`src/rtl/program_loader.sv`:
```
// program_loader: streams a program into instruction memory, verifies it by readback sum,
// then pulses the PC reset and enables fetch.
module program_loader #(
   parameter int ADDR_WIDTH = 8,
   parameter int BASE_ADDR  = 0
) (
   input  logic                  clk,
   input  logic                  reset,
   input  logic                  start,
   input  logic [ADDR_WIDTH:0]   length,
   input  logic                  in_valid,
   input  logic [31:0]           in_data,
   output logic                  in_ready,
   output logic                  mem_we,
   output logic [31:0]           mem_addr,
   output logic [31:0]           mem_wdata,
   input  logic [31:0]           mem_rdata,
   output logic                  pc_enable,
   output logic                  pc_reset,
   output logic                  busy,
   output logic                  done,
   output logic                  error,
   output logic [31:0]           checksum
);
   localparam logic [31:0] BASE  = 32'(BASE_ADDR);
   localparam logic [32:0] LIMIT = 33'(2**ADDR_WIDTH);

   typedef enum logic [2:0] {IDLE, LOAD, VERIFY, CHECK, RELEASE, DONE, ERROR} state_t;

   state_t              state;
   logic [ADDR_WIDTH:0] len;
   logic [ADDR_WIDTH:0] cnt;
   logic [31:0]         rsum;
   logic                oob;

   assign oob = {1'b0, BASE} + 33'(length) > LIMIT;

   always_ff @(posedge clk) begin
      if (reset) begin
         state     <= IDLE;
         len       <= '0;
         cnt       <= '0;
         rsum      <= '0;
         in_ready  <= 1'b0;
         mem_we    <= 1'b0;
         mem_addr  <= BASE;
         mem_wdata <= '0;
         pc_enable <= 1'b0;
         pc_reset  <= 1'b0;
         busy      <= 1'b0;
         done      <= 1'b0;
         error     <= 1'b0;
         checksum  <= '0;
      end else begin
         case (state)
            IDLE, DONE, ERROR: begin
               if (start) begin
                  len       <= length;
                  cnt       <= '0;
                  rsum      <= '0;
                  checksum  <= '0;
                  pc_enable <= 1'b0;
                  done      <= 1'b0;
                  error     <= 1'b0;
                  if (oob) begin
                     state <= ERROR;
                     error <= 1'b1;
                  end else if (length == '0) begin
                     state    <= RELEASE;
                     pc_reset <= 1'b1;
                     busy     <= 1'b1;
                  end else begin
                     state    <= LOAD;
                     in_ready <= 1'b1;
                     busy     <= 1'b1;
                  end
               end
            end
            LOAD: begin
               mem_we <= 1'b0;
               if (in_valid && in_ready) begin
                  mem_we    <= 1'b1;
                  mem_addr  <= BASE + 32'(cnt);
                  mem_wdata <= in_data;
                  checksum  <= checksum + in_data;
                  cnt       <= cnt + 1'b1;
                  if (cnt + 1'b1 == len) in_ready <= 1'b0;
               end else if (mem_we && !in_ready) begin
                  // final write commits on this edge; readback starts from the base
                  state    <= VERIFY;
                  mem_addr <= BASE;
                  cnt      <= '0;
               end
            end
            VERIFY: begin
               rsum     <= rsum + mem_rdata;
               cnt      <= cnt + 1'b1;
               mem_addr <= BASE + 32'(cnt + 1'b1);
               if (cnt + 1'b1 == len) state <= CHECK;
            end
            CHECK: begin
               if (rsum == checksum) begin
                  state    <= RELEASE;
                  pc_reset <= 1'b1;
               end else begin
                  state <= ERROR;
                  error <= 1'b1;
                  busy  <= 1'b0;
               end
            end
            RELEASE: begin
               state     <= DONE;
               pc_reset  <= 1'b0;
               pc_enable <= 1'b1;
               done      <= 1'b1;
               busy      <= 1'b0;
            end
            default: state <= IDLE;
         endcase
      end
   end
endmodule

```
`config.mk`:
```
export PLATFORM = sky130hd
export DESIGN_NAME = program_loader
export DESIGN_NICKNAME = d
export VERILOG_FILES = /design/src/rtl/program_loader.sv
export SDC_FILE = /design/constraint.sdc
export NUM_CORES = 1
export LEC_CHECK = 0
export ABC_AREA = 0
export CORE_MARGIN = 5
export CORE_UTILIZATION = 47
export DETAILED_ROUTE_END_ITERATION = 10
export PLACE_DENSITY = 0.87
export SYNTH_ARGS = -nofsm -noshare
export SYNTH_HDL_FRONTEND = slang
export SYNTH_SLANG_ARGS = --single-unit
```
`constraint.sdc`:
```
create_clock -name clk -period 3.4 [get_ports clk]
set_input_delay 0.68 -clock clk [delete_from_list [all_inputs] [get_ports clk]]
set_output_delay 0.68 -clock clk [all_outputs]
set_load 0.005 [all_outputs]
```
==> results, run 1 <==
- The count of final max-slew check failures is 0.
- The cell count along the critical path is 14.
- In this run, placement finished with an instance count of 1526.
- The placeable core region is 18090 µm².
- The number of buffers and inverters on the critical path is 2.
- The required time at the worst-slack endpoint is 3.72 ns.
- Before antenna repair, the detailed router went through 5 iterations.
- Counting flops with a built-in enable in the synthesized netlist gives 0.
- In the final layout, the share of cells above drive strength 1 is 9.804%.
- Global routing used 24.76% of the available tracks across all layers.
- The flip-flop and latch count after synthesis is 133.
- Data on the critical path arrives at its endpoint at 3.61 ns.
- In the routed design, unresolved DRC markers number 0.
- The total overflow reported by the global router is 0.
- Summing all placed instances gives a cell area of 10910 µm².
- The gate count of the mapped netlist is 1107.
- The gate family responsible for the most delay along the worst path is compound AO/OA/AOI/OAI gates.
- Sorting the synthesized cells by area gives the leading types as sky130_fd_sc_hd__dfxtp_1 31%, sky130_fd_sc_hd__ha_1 9.4%, sky130_fd_sc_hd__a21oi_1 7.3%.
- The die is 146.0 µm tall.
- The classification of the worst-slack hold path is reg -> reg.
- The total standard cell area after synthesis is 8691 µm².
- The count of final setup violators is 0.
- The routed length per instance is 17.34 µm.
- The I/O pin count is 180.
- The class of the most critical setup path is in -> reg.
- The number of global-route vias before repair is 8663.
- The biggest area contributor in the post-synthesis netlist is sky130_fd_sc_hd__dfxtp_1.
- STA classifies the critical path endpoint as a flip-flop.
- Among all cell types in the netlist, the one instantiated most often is sky130_fd_sc_hd__nand2_1.
- The maximum operating frequency is 0.3035 GHz.
- The share of flip-flops with an asynchronous set or reset after synthesis is 0%.
- For the worst-skew pair, the clock arrives at the later sink with an insertion delay of 0.42 ns.
- The tree built by TritonCTS fans out to 133 sinks.
- The total length of routed wires is 26960 µm.
- The final critical delay including setup and external delays is 3.295 ns.
- The maximum root-to-sink buffer count is 2.
- The dominant register cell in the synthesized netlist is sky130_fd_sc_hd__dfxtp_1.
- On the worst path, the slowest cell contributes a delay of 0.48 ns.
- VDD sags by at most 0.3918 mV.
- The slowest stage of the critical path belongs to the cell sky130_fd_sc_hd__clkdlybuf4s50_1.
- In this run the static leakage power is 0.004821 µW.
- At the end of routability-driven placement, the weighted congestion stood at 0.9446.
- The global-route wire length before repair is 43460 µm.
- The core occupancy in the finished layout is 63.55%.
- The run finished with clean final reports.
- The H-tree depth is 4.
- The clock tree skew after final layout is 0.006802 ns.
- The DRC marker count from the first detailed-route iteration is 840.
- The unique cell type count in the Yosys netlist is 67.
- The post-route clock period utilization is 96.91%.
- The placed wire-length estimate after detailed placement is 20140 µm.
- The critical path goes through clkdlybuf4s50_1 > ha_1 > inv_1 > fa_1 > nand2b_1 > a21oi_2 > o21ai_1 > a31oi_2 > a31oi_4 > o21a_1 > o311ai_2 > o22ai_1 > xnor2_1 > a22o_1.
- The largest net degree at the start of global routing is 61.
- Setup repair after global routing left no endpoint under its margin.
- Counting cells, the worst reg-to-reg path comes to 9.
- The root buffer cell chosen for the clock tree is sky130_fd_sc_hd__clkbuf_16.
- The synthesis warning total is 0.
- Power comes to 5853 µW.
- For this run, the post-layout net count is 1460.
- The finished layout holds 1555 standard cells, fillers aside.
- The hold violation total from the final report is 0.
- The slew at the pin closest to its max-slew limit is 0.7355 ns.
- The type of element launching the critical path is an input port.
- For this run, the register share of the synthesized area comes to 30.64%.
- Using the TritonRoute via totals, the vias-per-cell ratio works out to 5.774.
- In this run the worst path has a maximum fanout of 3.
- Measured against its own limit, the worst slew margin works out to 50.83%.
- Buffers inserted during clock tree synthesis total 17.
- The floorplan has 49 rows.
- The full die area is 21310 µm².
- Port buffering added 157 buffers.
- The clock transition at the registers of the reported paths is 0.06 ns.
- The total number of vias is 8979.
- The count of cells along the worst hold path is 2.
- The initial antenna violation count is 0.
- With fillers left out, the area of the finished cells amounts to 11490 µm².
- Dividing total power by cell area gives a power density of 509.3 nW/µm².
- The number of antenna diodes in the final layout is 0.
- The commonest cells after synthesis are 150 x sky130_fd_sc_hd__nand2_1, 133 x sky130_fd_sc_hd__dfxtp_1, 127 x sky130_fd_sc_hd__a21oi_1.
- The worst hold-check slack is 0.4522 ns.
- The count of nets left with antenna violations once routing finished came out at 0.
- The die outline width is 146.0 µm.
- The number of hold-repair buffers added at the cts stage is 0.
- A synthesized cell averages 7.851 µm².
- The initial core utilization is 48.05%.
- The max-cap check violation count is 0.
- TritonCTS built the clock tree.
- Summed over its instances, the top area cell type makes up 30.64% of the synthesized netlist area.
- The area growth from synthesis to layout is 32.25%.
## where the power goes
| part | switching (µW) | internal, µW | total (µW) |
|---|---|---|---|
| Combinational | 1210 | 954 | 2160 |
| Clock | 670 | 1070 | 1740 |
| Sequential | 210 | 1740 | 1950 |
## flip-flops by register name, indices dropped and copies added, names as in the netlist, 3 cells and up
register / count
checksum: 32
cnt: 9
len: 9
mem_addr: 10
mem_wdata: 32
rsum: 32
state: 3
## layer usage
layer	vias to the layer above	share of wire, %	global-route usage, %	routed length [µm]
met1	4177	42	32.02	11410
met3	54	8.5	4.827	2299
met4	0	2.4	8.373	636
met5	-	0	0	0
li1	4335	-	-	-
met2	413	47	41.50	12610
## cell type report
type	count	area, µm²
Fill cell	1473	6593
Multi-Input combinational cell	898	5703
Sequential cell	133	2663
Timing Repair Buffer	239	2197
Clock buffer	25	495.5
Tap cell	229	286.5
Inverter	27	101.3
Clock inverter	4	47.55
## through the flow
step | worst slack [ns] | setup TNS, ns
finish | 0.1050 | 0
global route | 0.002265 | 0
CTS | 0.001006 | 0
detailed placement | -0.5795 | -3.978
global placement | -0.5101 | -2.416
floorplan | 0.1826 | 0
## repair_timing
| action | CTS | global route |
|---|---|---|
| gates resized for setup | 2 | 11 |
| buffers inserted | 0 | 0 |
| setup endpoints to repair | 2 | 7 |
| pin swaps | 1 | 4 |
## final timing paths
path | start | end | slack, ns
setup reg to reg | cnt[0] | state[0] | 0.47
hold / removal | mem_wdata[6] | mem_wdata[6] | 0.45
setup / recovery | in_data[0] | checksum[30] | 0.11
hold reg to reg | mem_wdata[6] | mem_wdata[6] | 0.45
## layout by cell type (no fill, tap or decap), types with 4 or more instances in the layout
| master | n |
|---|---|
| sky130_fd_sc_hd__a211oi_1 | 12 |
| sky130_fd_sc_hd__a21o_1 | 42 |
| sky130_fd_sc_hd__a21oi_1 | 126 |
| sky130_fd_sc_hd__a22o_1 | 14 |
| sky130_fd_sc_hd__a22oi_1 | 11 |
| sky130_fd_sc_hd__a31oi_1 | 15 |
| sky130_fd_sc_hd__and2_1 | 6 |
| sky130_fd_sc_hd__and3_1 | 9 |
| sky130_fd_sc_hd__buf_4 | 82 |
| sky130_fd_sc_hd__clkbuf_1 | 4 |
| sky130_fd_sc_hd__clkbuf_16 | 17 |
| sky130_fd_sc_hd__clkbuf_8 | 4 |
| sky130_fd_sc_hd__clkdlybuf4s50_1 | 156 |
| sky130_fd_sc_hd__conb_1 | 22 |
| sky130_fd_sc_hd__dfxtp_1 | 133 |
| sky130_fd_sc_hd__ha_1 | 65 |
| sky130_fd_sc_hd__inv_1 | 27 |
| sky130_fd_sc_hd__nand2_1 | 150 |
| sky130_fd_sc_hd__nand2b_1 | 14 |
| sky130_fd_sc_hd__nand3_1 | 39 |
| sky130_fd_sc_hd__nand3b_1 | 4 |
| sky130_fd_sc_hd__nand4_1 | 13 |
| sky130_fd_sc_hd__nor2_1 | 83 |
| sky130_fd_sc_hd__nor2b_1 | 8 |
| sky130_fd_sc_hd__nor3_1 | 17 |
| sky130_fd_sc_hd__nor4_1 | 6 |
| sky130_fd_sc_hd__o211ai_1 | 7 |
| sky130_fd_sc_hd__o21a_1 | 10 |
| sky130_fd_sc_hd__o21ai_0 | 50 |
| sky130_fd_sc_hd__o21ai_1 | 6 |
| sky130_fd_sc_hd__o21bai_1 | 9 |
| sky130_fd_sc_hd__o22ai_1 | 4 |
| sky130_fd_sc_hd__o31ai_1 | 4 |
| sky130_fd_sc_hd__or3_1 | 5 |
| sky130_fd_sc_hd__xnor2_1 | 66 |
| sky130_fd_sc_hd__xor2_1 | 25 |
## tightest hold or removal path: cells and delay by family, from the launching register on
kind	cells	cell delay (ns)
compound gates	1	0.05
simple gates	1	0.05
flops	1	0.30
## logic make-up (layout without fill, tap and decap cells)
group / after synthesis / after routing / synth area share, %
other cells: 1 / 22 / 0.04315
flops: 133 / 133 / 30.64
mux: 1 / 1 / 0.1152
buf+inv: 97 / 295 / 5.226
fa+ha+maj: 68 / 68 / 9.934
compound gates: 346 / 346 / 25.30
simple gates: 369 / 369 / 19.39
xor+xnor: 92 / 92 / 9.358
Power figures use the tool's default switching activity.
==> run 2, diff against run 1 <==
- CAP_MARGIN: not set -> 30
- SETUP_SLACK_MARGIN: not set -> 0.4
==> run 2 against run 1 <==
Against the previous run:
- maximum frequency rose by 12%
- largest cell class unchanged
- sequential share of layout area down 0.37 points
- critical endpoint is now rsum[29]
- count of clock-buffer cells in the layout down 5
- sequential power about the same
- via count is 2.6% higher
- largest power group unchanged
- first-iteration DRC count is 17% higher
==> results, run 2 (same netlist as run 1, synthesis figures left out) <==
- The clock tree from TritonCTS is built (unchanged).
- The class of the most critical setup path is in -> reg (unchanged).
- The final total power is 6114 µW (was 5853 µW).
- The cell with the largest stage delay on the worst path was sky130_fd_sc_hd__clkdlybuf4s50_1 (unchanged).
- The count of final max-slew check failures is 0 (unchanged).
- RSZ-0062 raised after global routing: yes (was no).
- The post-route clock period utilization is 86.48% (was 96.91%).
- The cell leakage power was 0.004871 µW (was 0.004821 µW).
- The register cell area after layout came to 2663 µm² (unchanged).
- The largest net degree at the start of global routing is 69 (was 61).
- The total length of routed wires was 27580 µm (was 26960 µm).
- The classification of the worst-slack hold path is reg -> reg (unchanged).
- List of cells traversed by the critical path: clkdlybuf4s50_1 > ha_1 > a21o_1 > a21oi_2 > o21ai_2 > a31oi_1 > o21ai_2 > a211o_1 > a221oi_4 > o21bai_1 > xnor2_1 > o21ai_1 (was clkdlybuf4s50_1 > ha_1 > inv_1 > fa_1 > nand2b_1 > a21oi_2 > o21ai_1 > a31oi_2 > a31oi_4 > o21a_1 > o311ai_2 > o22ai_1 > xnor2_1 > a22o_1).
- The placed wire-length estimate after detailed placement is 20180 µm (was 20140 µm).
- The type of element launching the critical path is an input port (unchanged).
- The initial core utilization was 48.05% (unchanged).
- The required time at the worst-slack endpoint is 3.70 ns (was 3.72 ns).
- The total number of vias is 9210 (was 8979).
- The most common library cell in the layout ignoring fill and taps is sky130_fd_sc_hd__clkdlybuf4s50_1 (unchanged).
- The initial antenna violation count was 0 (unchanged).
- The gate family responsible for the most delay along the worst path is compound AO/OA/AOI/OAI gates (unchanged).
- The number of global-route vias before repair came to 8721 (was 8663).
- The worst-skew pair later-pin latency is 0.43 ns (was 0.42 ns).
- The number of fillers in the final layout was 1421 (was 1473).
- The length of the first detailed-routing pass in iterations is 5 (unchanged).
- The max-cap check violation count was 0 (unchanged).
- The full die area is 21310 µm² (unchanged).
- The count of final setup violators is 0 (unchanged).
- The die outline width is 146.0 µm (unchanged).
- The global routing met2 resource utilization is 39.13% (was 41.50%).
- The DRC marker count from the first detailed-route iteration is 984 (was 840).
- The type of element capturing the critical path is a flip-flop (unchanged).
- The total number of nets in the final design was 1452 (was 1460).
- The total overflow reported by the global router is 0 (unchanged).
- The met3 global-route usage came to 4.952% (was 4.827%).
- The y dimension of the die is 146.0 µm (unchanged).
- The final worst slack is 0.4597 ns (was 0.1050 ns).
- The count of placed standard cells including taps is 1500 (was 1526).
- The busiest layer in global routing is met2 (unchanged).
- The global-route wire length before repair is 43270 µm (was 43460 µm).
- The CTS root buffer is sky130_fd_sc_hd__clkbuf_16 (unchanged).
- The data arrival time at the worst-slack endpoint is 3.24 ns (was 3.61 ns).
- The number of buffers and inverters on the critical path was 1 (was 2).
- The worst-case headroom to the max-slew limit came to 51.82% (was 50.83%).
- The slew at the pin closest to its max-slew limit is 0.7226 ns (was 0.7355 ns).
- Highest-count cells in the layout ignoring fill and taps: 150 x sky130_fd_sc_hd__clkdlybuf4s50_1, 149 x sky130_fd_sc_hd__nand2_1, 133 x sky130_fd_sc_hd__dfxtp_1, 120 x sky130_fd_sc_hd__a21oi_1, 82 x sky130_fd_sc_hd__nor2_1 (was 156 x sky130_fd_sc_hd__clkdlybuf4s50_1, 150 x sky130_fd_sc_hd__nand2_1, 133 x sky130_fd_sc_hd__dfxtp_1, 126 x sky130_fd_sc_hd__a21oi_1, 83 x sky130_fd_sc_hd__nor2_1).
- The clock tree skew after final layout came to 0.008672 ns (was 0.006802 ns).
- The maximum root-to-sink buffer count is 2 (unchanged).
- The global-route total usage across every layer is 24.49% (was 24.76%).
- The peak fanout along the critical path is 3 (unchanged).
- The hold violation total from the final report is 0 (unchanged).
- The count of buffers from port buffering came to 157 (unchanged).
- The area growth from synthesis to layout came to 34.41% (was 32.25%).
- Run status: complete, no violations (unchanged).
- The met1 track demand over resource in global routing is 31.93% (was 32.02%).
- The I/O pin count is 180 (unchanged).
- The row count is 49 (unchanged).
- The worst hold-check slack is 0.4505 ns (was 0.4522 ns).
- The multi-input combinational cell area is 5893 µm² (was 5703 µm²).
- The antenna diode instance count is 0 (unchanged).
- The number of clock sinks is 133 (unchanged).
- In this design, the critical path's most frequently occurring cell is sky130_fd_sc_hd__o21ai_2.
- The non-filler instance count after layout was 1549 (was 1555).
- The core occupancy in the finished layout is 64.59% (was 63.55%).
- The worst setup slack after placement is -0.2652 ns (was -0.5795 ns).
- The worst ir drop on vdd was 0.3275 mV (was 0.3918 mV).
- The placeable core region is 18090 µm² (unchanged).
- The proportion of layout cells with a drive suffix above 1 is 12.35% (was 9.804%).
- The maximum operating frequency is 0.3401 GHz (was 0.3035 GHz).
- The ratio of routed vias to standard cells is 5.946 (was 5.774).
- The DRC violations left came to 0 (unchanged).
- The final estimated routing congestion in global placement is 0.9585 (was 0.9446).
- The H-tree depth was 4 (unchanged).
- The number of antenna-violating nets in the routed design is 0 (unchanged).
- The cell area power density is 523.4 nW/µm² (was 509.3 nW/µm²).
- The clock transition at the registers of the reported paths came to 0.06 ns (about the same).
- The final critical delay including setup and external delays is 2.940 ns (was 3.295 ns).
- Largest registers: checksum x32, mem_wdata x32, rsum x32 (unchanged).
- The delay of the slowest cell on the worst path is 0.45 ns (was 0.48 ns).
- The routed length per instance was 17.80 µm (was 17.34 µm).
- The number of CTS-inserted buffers is 17 (unchanged).
[run 2: routing by layer]
layer  part of all wire, %  up-vias
met5                     0        -
met4                   4.1        0
met3                   8.3       88
met2                    46      465
met1                    42     4332
li1                      -     4325
[run 2: what timing repair did]
action | 4_1_cts | 5_1_grt
pin swaps | 12 | 21
gates resized for setup | 16 | 43
buffers inserted | 14 | 4
hold buffers | 0 | 0
endpoints found under the setup margin | 14 | 29
[run 2: layout make-up]
| class | count | area share [%] |
|---|---|---|
| clock inverter | 11 | 1.275 |
| tap | 229 | 2.453 |
| clock buffer | 20 | 3.910 |
| timing repair buffer | 231 | 18.25 |
| sequential | 133 | 22.79 |
| inverter | 27 | 0.8676 |
| multi-input combinational | 898 | 50.45 |
[run 2: power breakdown]
group / total (µW) / switching, µW / leakage (µW) / internal [µW]
clock: 1910 / 717 / 0.000301 / 1190
sequential: 1970 / 226 / 0.00108 / 1740
combinational: 2240 / 1240 / 0.00349 / 995
[run 2: final timing paths]
| kind | from | to | slack, ns | depth (start not counted) |
|---|---|---|---|---|
| hold / removal | mem_wdata[31] | mem_wdata[31] | 0.45 | 2 |
| setup / recovery | mem_rdata[1] | rsum[29] | 0.46 | 12 |
| hold reg to reg | mem_wdata[31] | mem_wdata[31] | 0.45 | 2 |
| setup reg to reg | checksum[0] | checksum[28] | 0.49 | 13 |
[run 2: worst reg2reg max path, cell delays in order, from the launching register on]
cell,delay (ns)
sky130_fd_sc_hd__dfxtp_1,0.45
sky130_fd_sc_hd__ha_2,0.24
sky130_fd_sc_hd__inv_1,0.05
sky130_fd_sc_hd__fa_2,0.36
sky130_fd_sc_hd__nand2b_4,0.16
sky130_fd_sc_hd__a21oi_2,0.14
sky130_fd_sc_hd__o21ai_2,0.09
sky130_fd_sc_hd__a31oi_4,0.22
sky130_fd_sc_hd__a31oi_4,0.13
sky130_fd_sc_hd__o21ai_1,0.27
sky130_fd_sc_hd__a31oi_2,0.16
sky130_fd_sc_hd__o21ai_0,0.23
sky130_fd_sc_hd__xor2_1,0.10
sky130_fd_sc_hd__a22o_1,0.20
[run 2: stage by stage]
step                instance area [µm²]  setup TNS [ns]
finish                            11680               0
global route                      11680               0
CTS                               11470               0
detailed placement                10720          -1.763
global placement                  10720         -0.5430
floorplan                          8793               0
==> run 3, diff against run 2 <==
- CORE_UTILIZATION: 47 -> 52
- PLACE_DENSITY: 0.87 -> 0.91
- clock period: 3.4 -> 3.2 ns (I/O delays scaled with it)
==> run 3 against run 2 <==
Against the previous run:
- final cell count rose by 2.1%
- register-to-register slack got worse by 0.03 ns
- count of clock-buffer cells in the layout rose by 2
- total power rose by 11%
- utilization rose by 11 points
- design area rose by 5.9%
- first-iteration DRC count fell by 4.4%
- non-clock buffer count rose by 40
- sequential share of layout area fell by 1.2 points
- global-route usage rose by 4.1 points
- routed wire length rose by 8.8%
- via count rose by 4.0%
- largest cell class unchanged
==> results, run 3 (same netlist as run 1, synthesis figures left out) <==
- The length of the first detailed-routing pass in iterations is 6 (was 5).
- The hold violation total from the final report is 0 (unchanged).
- The global-route wire length before repair is 45720 µm (was 43270 µm).
- The core occupancy in the finished layout is 75.13% (was 64.59%).
- The maximum root-to-sink buffer count is 2 (unchanged).
- The post-route clock period utilization is 87.90%.
- The count of final setup violators was 0 (unchanged).
- The DRC marker count from the first detailed-route iteration is 941 (was 984).
- The multi-input combinational cell area came to 6223 µm² (was 5893 µm²).
- The data arrival time at the worst-slack endpoint is 3.13 ns (was 3.24 ns).
- The required time at the worst-slack endpoint was 3.52 ns (was 3.70 ns).
- The I/O pin count is 180 (unchanged).
- The type of element launching the critical path is an input port (unchanged).
- The full die area is 19400 µm² (was 21310 µm²).
- The cell leakage power came to 0.005212 µW (was 0.004871 µW).
- The max-cap check violation count is 0 (unchanged).
- The clock transition at the registers of the reported paths was 0.06 ns (about the same).
- Run status: complete, no violations (unchanged).
- The number of global-route vias before repair was 9232 (was 8721).
- The final estimated routing congestion in global placement came to 1.004 (was 0.9585).
- The total number of nets in the final design is 1492 (was 1452).
- The row count is 47 (was 49).
- The number of antenna-violating nets in the routed design is 0 (unchanged).
- The class of the most critical setup path is in -> reg (unchanged).
- The total length of routed wires is 30000 µm (was 27580 µm).
- The y dimension of the die was 139.3 µm (was 146.0 µm).
- The area growth from synthesis to layout is 42.34% (was 34.41%).
- The most common library cell in the layout ignoring fill and taps is sky130_fd_sc_hd__nand2_1 (was sky130_fd_sc_hd__clkdlybuf4s50_1).
- The cell area power density is 549.0 nW/µm² (was 523.4 nW/µm²).
- The die outline width is 139.3 µm (was 146.0 µm).
- The proportion of layout cells with a drive suffix above 1 is 18.22% (was 12.35%).
- The worst ir drop on vdd was 0.4297 mV (was 0.3275 mV).
- Derived from the worst setup path, the maximum achievable clock frequency is 0.3555 GHz.
- The placeable core region came to 16470 µm² (was 18090 µm²).
- Highest-count cells in the layout ignoring fill and taps: 149 x sky130_fd_sc_hd__nand2_1, 129 x sky130_fd_sc_hd__dfxtp_1, 129 x sky130_fd_sc_hd__clkdlybuf4s50_1, 113 x sky130_fd_sc_hd__buf_4, 112 x sky130_fd_sc_hd__a21oi_1 (was 150 x sky130_fd_sc_hd__clkdlybuf4s50_1, 149 x sky130_fd_sc_hd__nand2_1, 133 x sky130_fd_sc_hd__dfxtp_1, 120 x sky130_fd_sc_hd__a21oi_1, 82 x sky130_fd_sc_hd__nor2_1).
- The worst-skew pair later-pin latency is 0.43 ns (about the same).
- The number of hold-repair buffers added at the cts stage is 0 (unchanged).
- The met1 track demand over resource in global routing is 34.29% (was 31.93%).
- The final worst slack was 0.3872 ns (was 0.4597 ns).
- The type of element capturing the critical path is a flip-flop (unchanged).
- The antenna diode instance count is 0 (unchanged).
- The routed length per instance is 18.98 µm (was 17.80 µm).
- The global routing met2 resource utilization is 49.31% (was 39.13%).
- The clock tree from TritonCTS is built (unchanged).
- RSZ-0062 raised after global routing: yes (unchanged).
- The worst-case headroom to the max-slew limit is 65.39% (was 51.82%).
- The total overflow reported by the global router is 0 (unchanged).
- The worst setup slack after placement is -0.3413 ns (was -0.2652 ns).
- The initial core utilization is 52.78% (was 48.05%).
- The count of buffers from port buffering was 157 (unchanged).
- The slew at the pin closest to its max-slew limit is 0.5163 ns (was 0.7226 ns).
- The DRC violations left is 0 (unchanged).
- The placed wire-length estimate after detailed placement is 21010 µm (was 20180 µm).
- The initial antenna violation count is 0 (unchanged).
- The number of CTS-inserted buffers is 17 (unchanged).
- The CTS root buffer is sky130_fd_sc_hd__clkbuf_16 (unchanged).
- The clock tree skew after final layout is 0.007474 ns (was 0.008672 ns).
- The peak fanout along the critical path came to 5 (was 3).
- The largest net degree at the start of global routing came to 70 (was 69).
- The worst hold-check slack is 0.4510 ns (was 0.4505 ns).
- The ratio of routed vias to standard cells is 6.059 (was 5.946).
- After layout, the minimum clock period comes to 2.813 ns.
- The busiest layer in global routing is met2 (unchanged).
- The number of fillers in the final layout is 1078 (was 1421).
- The register cell area after layout is 2673 µm² (was 2663 µm²).
- The count of final max-slew check failures is 0 (unchanged).
- The global-route total usage across every layer was 28.62% (was 24.49%).
- The H-tree depth is 4 (unchanged).
- The classification of the worst-slack hold path is reg -> reg (unchanged).
- The met3 global-route usage is 6.587% (was 4.952%).
- The total number of vias came to 9579 (was 9210).
- Largest registers: checksum x32, mem_wdata x32, rsum x32 (unchanged).
- The number of clock sinks is 133 (unchanged).
## run 3: area by class of cell
cell class / count / share of cell area (%)
clock inverters: 10 / 1.153
well taps: 220 / 2.225
multi-input cells: 898 / 50.31
clock buffers: 22 / 3.995
repair buffers: 271 / 19.89
flip-flops and latches: 133 / 21.60
inverters: 27 / 0.8193
## run 3: per-stage QoR
stage	instances	setup TNS (ns)	area [µm²]	total power (µW)
floorplan	1128	0	8817	3549
global placement	1537	-4.278	11110	4403
detailed placement	1537	-6.163	11110	4470
CTS	1576	0	12040	6659
global route	1581	0	12370	7071
finish	1581	0	12370	6791
## run 3: worst max-delay path, stage by stage
cell	delay (ns)
sky130_fd_sc_hd__clkdlybuf4s50_1	0.50
sky130_fd_sc_hd__ha_1	0.26
sky130_fd_sc_hd__nor3_1	0.08
sky130_fd_sc_hd__o21ai_1	0.12
sky130_fd_sc_hd__o211ai_1	0.16
sky130_fd_sc_hd__o22ai_2	0.22
sky130_fd_sc_hd__o21ai_1	0.11
sky130_fd_sc_hd__buf_4	0.17
sky130_fd_sc_hd__buf_4	0.14
sky130_fd_sc_hd__a21oi_2	0.19
sky130_fd_sc_hd__o22ai_2	0.11
sky130_fd_sc_hd__xor2_1	0.16
sky130_fd_sc_hd__a21oi_1	0.17
sky130_fd_sc_hd__o22ai_1	0.09
## run 3: final timing paths
check,start,end,slack (ns),cells past startpoint
max,in_data[10],checksum[31],0.39,14
max reg2reg,checksum[0],checksum[31],0.46,15
min reg2reg,mem_wdata[12],mem_wdata[12],0.45,2
min,mem_wdata[12],mem_wdata[12],0.45,2
## run 3: timing repair
item / 4_1_cts / 5_1_grt
pin swaps: 44 / 38
resized for setup: 69 / 60
cloned: 0 / 0
buffers inserted: 7 / 5
endpoints found under the setup margin: 33 / 31
## run 3: power breakdown
part | switching, µW | internal [µW]
Sequential | 241 | 1850
Combinational | 1430 | 1160
Clock | 772 | 1330
## run 3: routing by layer
metal | share of wire (%) | up-vias
li1 | - | 4419
met1 | 39 | 4518
met2 | 48 | 527
met3 | 9.1 | 115
met4 | 3.9 | 0
met5 | 0 | -
